`src/rtl/serial_pkg.sv`:
```
// Shared definitions for the cnt-timed serial link: FSM encoding,
// width constants and the zero-to-one clamp used on timing inputs.
package serial_pkg;

    localparam int CNT_W = 32;
    localparam int NB_W  = 8;

    typedef enum logic [1:0] {
        S_IDLE = 2'd0,
        S_WAIT = 2'd1,
        S_BITS = 2'd2
    } state_t;

    // A zero count would never let the timebase advance a frame, so treat it as one.
    function automatic logic [CNT_W-1:0] clamp1(input logic [CNT_W-1:0] v);
        return (v == '0) ? CNT_W'(1) : v;
    endfunction

endpackage

```
`src/rtl/serial_sync.sv`:
```
// Parameterized 2-flop synchronizer for bringing the serial line into the clk domain.
module serial_sync
    import serial_pkg::*;
#(
    parameter int             P_W    = 1,
    parameter logic [P_W-1:0] P_INIT = '0
) (
    input  logic           clk,
    input  logic           rst_n,
    input  logic [P_W-1:0] d_i,
    output logic [P_W-1:0] q_o
);

    logic [P_W-1:0] s1_q;
    logic [P_W-1:0] s2_q;

    // Two back-to-back flops; both reset to the assumed idle level.
    always_ff @(posedge clk) begin
        if (!rst_n) begin
            s1_q <= P_INIT;
            s2_q <= P_INIT;
        end else begin
            s1_q <= d_i;
            s2_q <= s1_q;
        end
    end

    assign q_o = s2_q;

endmodule

```
`src/rtl/serial_rx.sv`:
```
// Receive side of the cnt-timed serial link. Waits n0 ticks of idle, then
// samples nbits bits of n1 ticks each at mid-bit, MSB first, and presents the
// right-justified word with a valid/ack handshake.
// Optional build macro SERIAL_RX_SYNC_EN: route x through a 2-flop synchronizer
// before the idle check and the sampler (sampled state is then 2 clk older).
module serial_rx
    import serial_pkg::*;
#(
    parameter int   P_W      = 256,
    parameter logic P_Y_INIT = 1'b0
) (
    input  logic             clk,
    input  logic             rst_n,
    input  logic             en,
    input  logic             x,
    input  logic             y0,
    input  logic [NB_W-1:0]  nbits,
    input  logic [CNT_W-1:0] n0,
    input  logic [CNT_W-1:0] n1,
    input  logic [CNT_W-1:0] cnt,
    output logic [P_W-1:0]   data,
    output logic             data_vld,
    input  logic             data_ack,
    output logic             frm_err,
    output logic             ovf
);

    logic x_s;

`ifdef SERIAL_RX_SYNC_EN
    serial_sync #(
        .P_W    (1),
        .P_INIT (P_Y_INIT)
    ) u_sync (
        .clk   (clk),
        .rst_n (rst_n),
        .d_i   (x),
        .q_o   (x_s)
    );
`else
    assign x_s = x;
`endif

    state_t           state_q, state_d;
    logic [P_W-1:0]   sr_q, sr_d;
    logic [NB_W-1:0]  bit_cnt_q, bit_cnt_d;
    logic             err_q, err_d;
    logic [P_W-1:0]   data_q, data_d;
    logic             vld_q, vld_d;
    logic             frm_err_q, frm_err_d;
    logic             ovf_q, ovf_d;
    logic [CNT_W-1:0] t_chk_q, t_chk_d;
    logic [CNT_W-1:0] t_smp_q, t_smp_d;
    logic [CNT_W-1:0] n1_q, n1_d;
    logic [NB_W-1:0]  nb_q, nb_d;

    // Effective timing values derived from the live inputs; latched on entry to S_WAIT.
    logic [CNT_W-1:0] i_n0, i_n1, nb_c;
    logic [NB_W-1:0]  i_nb;
    logic [P_W-1:0]   sr_shift;
    logic [NB_W-1:0]  cnt_nx;

    assign i_n0     = clamp1(n0);
    assign i_n1     = clamp1(n1);
    assign nb_c     = clamp1(CNT_W'(nbits));
    assign i_nb     = (nb_c > CNT_W'(P_W)) ? NB_W'(P_W) : NB_W'(nb_c);
    assign sr_shift = (sr_q << 1) | P_W'(x_s);
    assign cnt_nx   = (state_q == S_WAIT) ? NB_W'(1) : bit_cnt_q + NB_W'(1);

    // Next-state, sampling, word completion and valid/ack/overflow bookkeeping.
    always_comb begin
        state_d   = state_q;
        sr_d      = sr_q;
        bit_cnt_d = bit_cnt_q;
        err_d     = err_q;
        data_d    = data_q;
        vld_d     = vld_q;
        frm_err_d = frm_err_q;
        ovf_d     = ovf_q;
        t_chk_d   = t_chk_q;
        t_smp_d   = t_smp_q;
        n1_d      = n1_q;
        nb_d      = nb_q;

        // An ack retires the word unless a completion below re-asserts valid.
        if (vld_q && data_ack) begin
            vld_d = 1'b0;
        end

        unique case (state_q)
            S_IDLE: begin
                if (en) begin
                    state_d   = S_WAIT;
                    sr_d      = '0;
                    bit_cnt_d = '0;
                    t_chk_d   = i_n0 - CNT_W'(1);
                    t_smp_d   = i_n0 + (i_n1 >> 1);
                    n1_d      = i_n1;
                    nb_d      = i_nb;
                end
            end
            S_WAIT, S_BITS: begin
                if (!en) begin
                    state_d   = S_IDLE;
                    sr_d      = '0;
                    bit_cnt_d = '0;
                end else begin
                    if (state_q == S_WAIT && cnt == t_chk_q) begin
                        err_d = (x_s != y0);
                    end
                    if (cnt == t_smp_q) begin
                        if (cnt_nx == nb_q) begin
                            // Last bit: publish the word and rearm for the next cnt cycle.
                            data_d    = sr_shift;
                            frm_err_d = err_q;
                            vld_d     = 1'b1;
                            if (vld_q && !data_ack) begin
                                ovf_d = 1'b1;
                            end
                            state_d   = S_WAIT;
                            sr_d      = '0;
                            bit_cnt_d = '0;
                            t_chk_d   = i_n0 - CNT_W'(1);
                            t_smp_d   = i_n0 + (i_n1 >> 1);
                            n1_d      = i_n1;
                            nb_d      = i_nb;
                        end else begin
                            state_d   = S_BITS;
                            sr_d      = sr_shift;
                            bit_cnt_d = cnt_nx;
                            t_smp_d   = t_smp_q + n1_q;
                        end
                    end
                end
            end
            default: begin
                state_d = S_IDLE;
            end
        endcase
    end

    // Control, shift register and output registers; all cleared by reset.
    always_ff @(posedge clk) begin
        if (!rst_n) begin
            state_q   <= S_IDLE;
            sr_q      <= '0;
            bit_cnt_q <= '0;
            err_q     <= 1'b0;
            data_q    <= '0;
            vld_q     <= 1'b0;
            frm_err_q <= 1'b0;
            ovf_q     <= 1'b0;
        end else begin
            state_q   <= state_d;
            sr_q      <= sr_d;
            bit_cnt_q <= bit_cnt_d;
            err_q     <= err_d;
            data_q    <= data_d;
            vld_q     <= vld_d;
            frm_err_q <= frm_err_d;
            ovf_q     <= ovf_d;
        end
    end

    // Latched frame timing; only meaningful once S_WAIT has been entered.
    always_ff @(posedge clk) begin
        t_chk_q <= t_chk_d;
        t_smp_q <= t_smp_d;
        n1_q    <= n1_d;
        nb_q    <= nb_d;
    end

    assign data     = data_q;
    assign data_vld = vld_q;
    assign frm_err  = frm_err_q;
    assign ovf      = ovf_q;

endmodule
```
`config.mk`:
```
export PLATFORM = sky130hd
export DESIGN_NAME = serial_rx
export DESIGN_NICKNAME = d
export VERILOG_FILES = /design/src/rtl/serial_pkg.sv /design/src/rtl/serial_sync.sv /design/src/rtl/serial_rx.sv
export SDC_FILE = /design/constraint.sdc
export NUM_CORES = 1
export LEC_CHECK = 0
export CAP_MARGIN = 5
export CORE_ASPECT_RATIO = 1.4
export CORE_MARGIN = 2
export CORE_UTILIZATION = 40
export DETAILED_ROUTE_END_ITERATION = 8
export GPL_TIMING_DRIVEN = 0
export PLACE_DENSITY = 0.74
export SLEW_MARGIN = 10
export SYNTH_ARGS = -nofsm -noshare
export SYNTH_HDL_FRONTEND = slang
export SYNTH_HIERARCHICAL = 1
export SYNTH_SLANG_ARGS = --single-unit
export TNS_END_PERCENT = 1
```
`constraint.sdc`:
```
create_clock -name clk -period 5.7 [get_ports clk]
set_input_delay 1.14 -clock clk [delete_from_list [all_inputs] [get_ports clk]]
set_output_delay 1.14 -clock clk [all_outputs]
set_load 0.02 [all_outputs]
```
# Word-level counts from Yosys, hierarchy flattened
# Cells that the tools add are included.
# classes
n_div	0
n_mux	45
bitwise	1
n_lt_le_gt_ge	1
reduce_logical	17
shifts	0
eq_ne	11
addsub	4
n_mul	0
# op_table
operator	n
$mux W255	4
$pmux W255 S2	1
$mux W32	14
$or A256 B1 Y256	1
$pmux W32 S2	3
$mux W8	11
$eq A32 B32 Y1	2
$logic_not A32 Y1	2
$add A32 B31 Y32	1
$add A32 B32 Y32	1
$pmux W8 S2	2
$sub A32 B1 Y32 const B	1
$reduce_and A5 Y1	2
$gt A8 B9 Y1 const B	1
$add A8 B1 Y8 const B	1
$eq A8 B8 Y1	1
$logic_not A8 Y1	1
$mux W2	4
$ne A2 B2 Y1 const B	4
$reduce_and A4 Y1	2
$reduce_and A3 Y1	2
$mux W1	5
$pmux W2 S2	1
$logic_and A1 B1 Y1	3
other kinds (9)	9
# word_totals
word_cells	91
latchBits	0
ram_bits	0
n_memories	0
mem_bits_ro	0
ff_bits	629

# Depth between registers and ports, before layout
# logic_depth
word_depth	8
ltp_mapped	16
depth_no_buf	16

# Least setup slack after synthesis
# No wires, ideal clock.
# synth_timing
kind	input to register
start	input port cnt[25]
end	register n1_q[0] (enable)
stages	7
path_slack_ns	-0.035
arrival_time_ns	5.298
path_buffers	0
setup_ns	0.438
path_cell_list	xor2_1 > nor4_1 > nand4_1 > nor3_1 > a21oi_1 > nor2b_1 > and2_1
# synth_between
elab_chain_len	3
# synth_rtl
item	line	source
from (decl)	serial_rx.sv:20	input logic [CNT_W-1:0] cnt,
$eq A32 B32 Y1	serial_rx.sv:111	if (cnt == t_smp_q) begin
$ne A2 B2 Y1 (no source line)	n/a	
$reduce_and A5 Y1 (no source line)	n/a	
to (signal assigned)	serial_rx.sv:169	n1_q <= n1_d;
to (decl)	serial_rx.sv:54	logic [CNT_W-1:0] n1_q, n1_d;
# No other way between the ends.
# A chain may end at the register's enable or synchronous reset.

# Worst setup path after layout
# layout_timing
start	input port n0[21]
end	register t_smp_q[30] (data pin)
# layout_between
elab_chain_len	7
# layout_rtl
item	line	source
from (decl)	serial_rx.sv:18	input logic [CNT_W-1:0] n0,
$logic_not A32 Y1	serial_pkg.sv:16	return (v == '0) ? CNT_W'(1) : v;
$mux W32 *	serial_pkg.sv:16	
$add A32 B31 Y32 *	serial_rx.sv:97, serial_rx.sv:124	
$mux W32	serial_rx.sv:112	if (cnt_nx == nb_q) begin
$mux W32	serial_rx.sv:111	
$mux W32	serial_rx.sv:103	if (!en) begin
$pmux W32 S2 *	serial_rx.sv:90	unique case (state_q)
net t_smp_d[30]	serial_rx.sv:53	logic [CNT_W-1:0] t_smp_q, t_smp_d;
to (signal assigned)	serial_rx.sv:168	t_smp_q <= t_smp_d;
to (decl)	serial_rx.sv:53	
# The timed path passes the listed nets; every way through them passes the cells marked *. The select of a mux whose other input is x is not followed.

==> results.py <==
metrics = {
    "route": {
        "vias": 22700,
        "drt_iter0_drc": 1566,
        "routed_wl_mm": 76.0,
        "first_pass_iters": 8,
        "drtAntennaViolNets": 0,
        "routedWlPerCell_um": 17.7,
        "viasPerCell": 5.30,
        "drc": 29,
    },
    "floorplan": {
        "dieArea_mm2": 0.0685,
        "coreArea_mm2": 0.0656,
        "ios": 369,
        "initial_core_util_pct": 40.5,
        "num_rows": 111,
        "die_h_um": 309,
        "die_w_um": 222,
    },
    "synth": {
        "ys_ff_latch": 629,
        "yosysSeqAreaShare_pct": 51.3,
        "synth_top_flop_cell": "dfxtp_1",
        "synth_cell_type_count": 78,
        "synth_edf_count": 104,
        "async_reset_ff_share_pct": 0,
        "synth_fp_nets": 3134,
        "syn-cell-area_mm2": 0.0266,
        "synth_area_per_cell_um2": 8.99,
        "ys_warn_count": 6,
        "synthCells": 2955,
    },
    "clock_tree": {
        "hold_buffers": 0,
        "clk_pin_slew_ns": 0.06,
        "cts_tree": "done",
        "clock-sinks": 629,
        "ctsHtreeMaxLevel": 2,
        "post-cts-setup-buffers": 0,
        "worstSkewPairLatency_ns": 0.63,
        "clock_path_buffers": 3,
        "root_buffer": "clkbuf_16",
        "cts_buffers": 60,
    },
    "pwr": {
        "power_density_mw_per_mm2": 364,
        "comb_power_share_pct": 24.6,
        "p_seq_share_pct": 41.8,
        "switching_share_pct": 32.0,
        "p_clk_share_pct": 33.6,
        "switching_power_mw": 3.90,
        "p_int_mw": 8.28,
        "leakage_nw": 11.6,
        "finalPower_mw": 12.2,
        "ir_worst_vdd_v": 0.000228,
    },
    "status": {
        "outcome": "finished with violations",
        "failed_checks": "design-rule violations",
    },
    "placement": {
        "port_buffers": 366,
        "dp_slack_ns": -0.833,
        "gp_congestion": 0.916,
        "dp.cells": 4170,
        "dp_hpwl_mm": 57.3,
    },
    "sta": {
        "fin_ws_ns": 0.180,
        "skew_ns": 0.0172,
        "hold_viol": 0,
        "post-route-period-util_pct": 96.8,
        "tightest_slew_ns": 1.25,
        "hold_slack_ns": 0.452,
        "slew_viol_final": 0,
        "setup_viol": 0,
        "period_minus_slack_ns": 5.52,
        "max-slew-margin-rel_pct": 15.6,
        "clock.fmax_mhz": 181,
    },
    "grt": {
        "grt_pass1_vias": 21700,
        "grt_first_pass_wirelength_mm": 118,
        "grt_max_degree": 51,
        "gr-total-overflow": 0,
        "antenna_found_initial": 4,
        "grtUsageTotal_pct": 21.5,
    },
    "worst_setup_path": {
        "worstReg2RegStart": "bit_cnt_q[0]",
        "endpoint_kind": "flip-flop",
        "startpoint_type": "input port",
        "rr_worst_depth": 12,
        "worstPathRequired_ns": 6.05,
        "regToRegSetupSlack_ns": 1.71,
        "arrival_ns": 5.87,
        "cp-endpoint": "t_smp_q[30]",
        "startpoint": "n0[21]",
        "rr_endpoint": "t_chk_q[8]",
        "crit_type": "input port to flip-flop",
        "crit_fanout": 5,
    },
    "final_layout": {
        "fin_nets": 3564,
        "n_fill_cell": 6142,
        "syn_to_final_growth_pct": 25.9,
        "drive_above_1_share_pct": 6.29,
        "final-instance-count-excl-fill": 4283,
    },
    "run": {
        "cap_violations": 0,
    },
    "min_path": {
        "worstHoldPathType": "flip-flop to flip-flop",
    },
}
power groups by stage:
stage	registers [mW]	logic [mW]	clock network, mW
2_1_floorplan	5.13	2.06	0
3_3_place_gp	5.19	2.86	0
3_5_place_dp	5.19	2.94	0
4_1_cts	5.09	2.96	4.16
5_1_grt	5.11	3.29	4.35
6_report	5.09	3.00	4.09
per-stage QoR:
step                      TNS, ns  util, %  cell area [um2]
after floorplan                 0        -            26600
after global placement    -162.23     47.7            31300
after detailed placement    -8.62     47.8            31400
after CTS                       0     51.0            33400
after global routing      -0.0156     51.0            33500
final                           0     51.0            33500
synthesized netlist by cell type (5+ instances only):
library cell | n | share of area (%)
a211o_1 | 8 | 0.26
a211oi_1 | 9 | 0.25
a21o_1 | 26 | 0.73
a21oi_1 | 315 | 5.9
a22oi_1 | 256 | 7.2
a31oi_1 | 16 | 0.38
and2_1 | 6 | 0.14
and3_1 | 11 | 0.26
and4_1 | 6 | 0.20
buf_1 | 8 | 0.11
buf_2 | 25 | 0.47
buf_4 | 42 | 1.2
buf_6 | 20 | 0.85
clkbuf_1 | 167 | 2.4
dfxtp_1 | 525 | 40
edfxtp_1 | 104 | 12
ha_1 | 67 | 3.2
inv_1 | 25 | 0.35
mux2i_1 | 11 | 0.41
nand2_1 | 568 | 8.0
nand2b_1 | 10 | 0.24
nand3_1 | 17 | 0.32
nand4_1 | 14 | 0.33
nor2_1 | 321 | 4.5
nor3_1 | 26 | 0.49
nor4_1 | 39 | 0.92
o211ai_1 | 7 | 0.20
o21a_1 | 19 | 0.54
o21ai_0 | 43 | 0.81
o31ai_1 | 8 | 0.23
o41ai_1 | 5 | 0.16
or3_1 | 10 | 0.24
or4_1 | 7 | 0.20
xnor2_1 | 34 | 1.1
xor2_1 | 107 | 3.5
worst min path at each step:
stage	slack (ns)	start	depth (start not counted)	to
5_1_grt	0.47	data[24]	2	data[24]
6_report	0.45	data[13]	2	data[13]
3_3_place_gp	0.44	data[12]	2	data[12]
2_1_floorplan	0.43	err_q	2	frm_err
3_5_place_dp	0.45	data[207]	2	data[207]
4_1_cts	0.45	sr_q[254]	2	data[255]
final cells by class:
| class | instances | area (um2) | area share, % |
|---|---|---|---|
| Sequential cell | 629 | 13600 | 40.8 |
| Multi-Input combinational cell | 2037 | 11600 | 34.5 |
| Timing Repair Buffer | 368 | 3720 | 11.1 |
| Clock buffer | 93 | 1880 | 5.62 |
| Buffer | 263 | 1340 | 4.00 |
| Tap cell | 847 | 1060 | 3.17 |
| Clock inverter | 18 | 165 | 0.494 |
| Inverter | 26 | 97.6 | 0.292 |
| Antenna cell | 2 | 5.00 | 0.0150 |
registers in the layout (all words and copies together) (netlist names):
| signal | flops |
|---|---|
| state_q | 2 |
| frm_err | 1 |
| t_chk_q | 32 |
| data | 256 |
| err_q | 1 |
| data_vld | 1 |
| sr_q | 255 |
| t_smp_q | 32 |
| bit_cnt_q | 8 |
| nb_q | 8 |
| n1_q | 32 |
| ovf | 1 |
logic make-up after synthesis:
group / synth area share [%]
xor+xnor: 4.65
simple gates: 16.7
fa+ha+maj: 3.31
flops: 51.3
buf+inv: 5.40
mux: 0.457
compound gates: 18.2
layer usage:
metal  track usage [%]  routed length, um  vias up  part of all wire, %
li1                  -                  -    11200                    -
met1              25.6              31200    10700                   41
met2              38.6              37800      650                   50
met3              3.13               3810      166                  5.0
met4              9.07               3110        2                  4.1
met5                 0                 13        -                0.017
cell usage in the layout, fill, tap and decap left out, drive strengths merged, types with 10 or more instances in the layout:
master / Yosys / layout
a211oi: 10 / 10
a21o: 26 / 26
a21oi: 315 / 315
a22oi: 256 / 256
a31oi: 16 / 16
and3: 11 / 11
buf: 96 / 98
clkbuf: 167 / 260
clkdlybuf4s50: 0 / 364
clkinv: 0 / 11
dfxtp: 525 / 525
edfxtp: 104 / 104
ha: 67 / 67
inv: 26 / 29
mux2i: 11 / 11
nand2: 568 / 568
nand2b: 10 / 10
nand3: 17 / 17
nand4: 15 / 15
nor2: 321 / 321
nor3: 27 / 27
nor4: 39 / 39
o21a: 19 / 19
o21ai: 44 / 44
or3: 10 / 10
xnor2: 34 / 34
xor2: 107 / 107
critical path, stage by stage:
cell	delay [ns]
clkdlybuf4s50_1	0.48
or4_4	0.52
or3_4	0.38
or4_4	0.47
nand3b_1	0.34
nor2_2	0.22
or2_2	0.15
ha_2	0.21
fa_2	0.24
a211o_1	0.17
a2111oi_1	0.12
nor4_1	0.33
o211ai_1	0.25
a211oi_2	0.39
a31oi_1	0.15
xor2_1	0.20
o211ai_1	0.10
what timing repair did:
item / in CTS / in global routing
setup endpoints to repair: 4 / 11
resized for setup: 3 / 9
pin swaps: 0 / 4
Note: power is estimated with default switching activity, not from simulation.
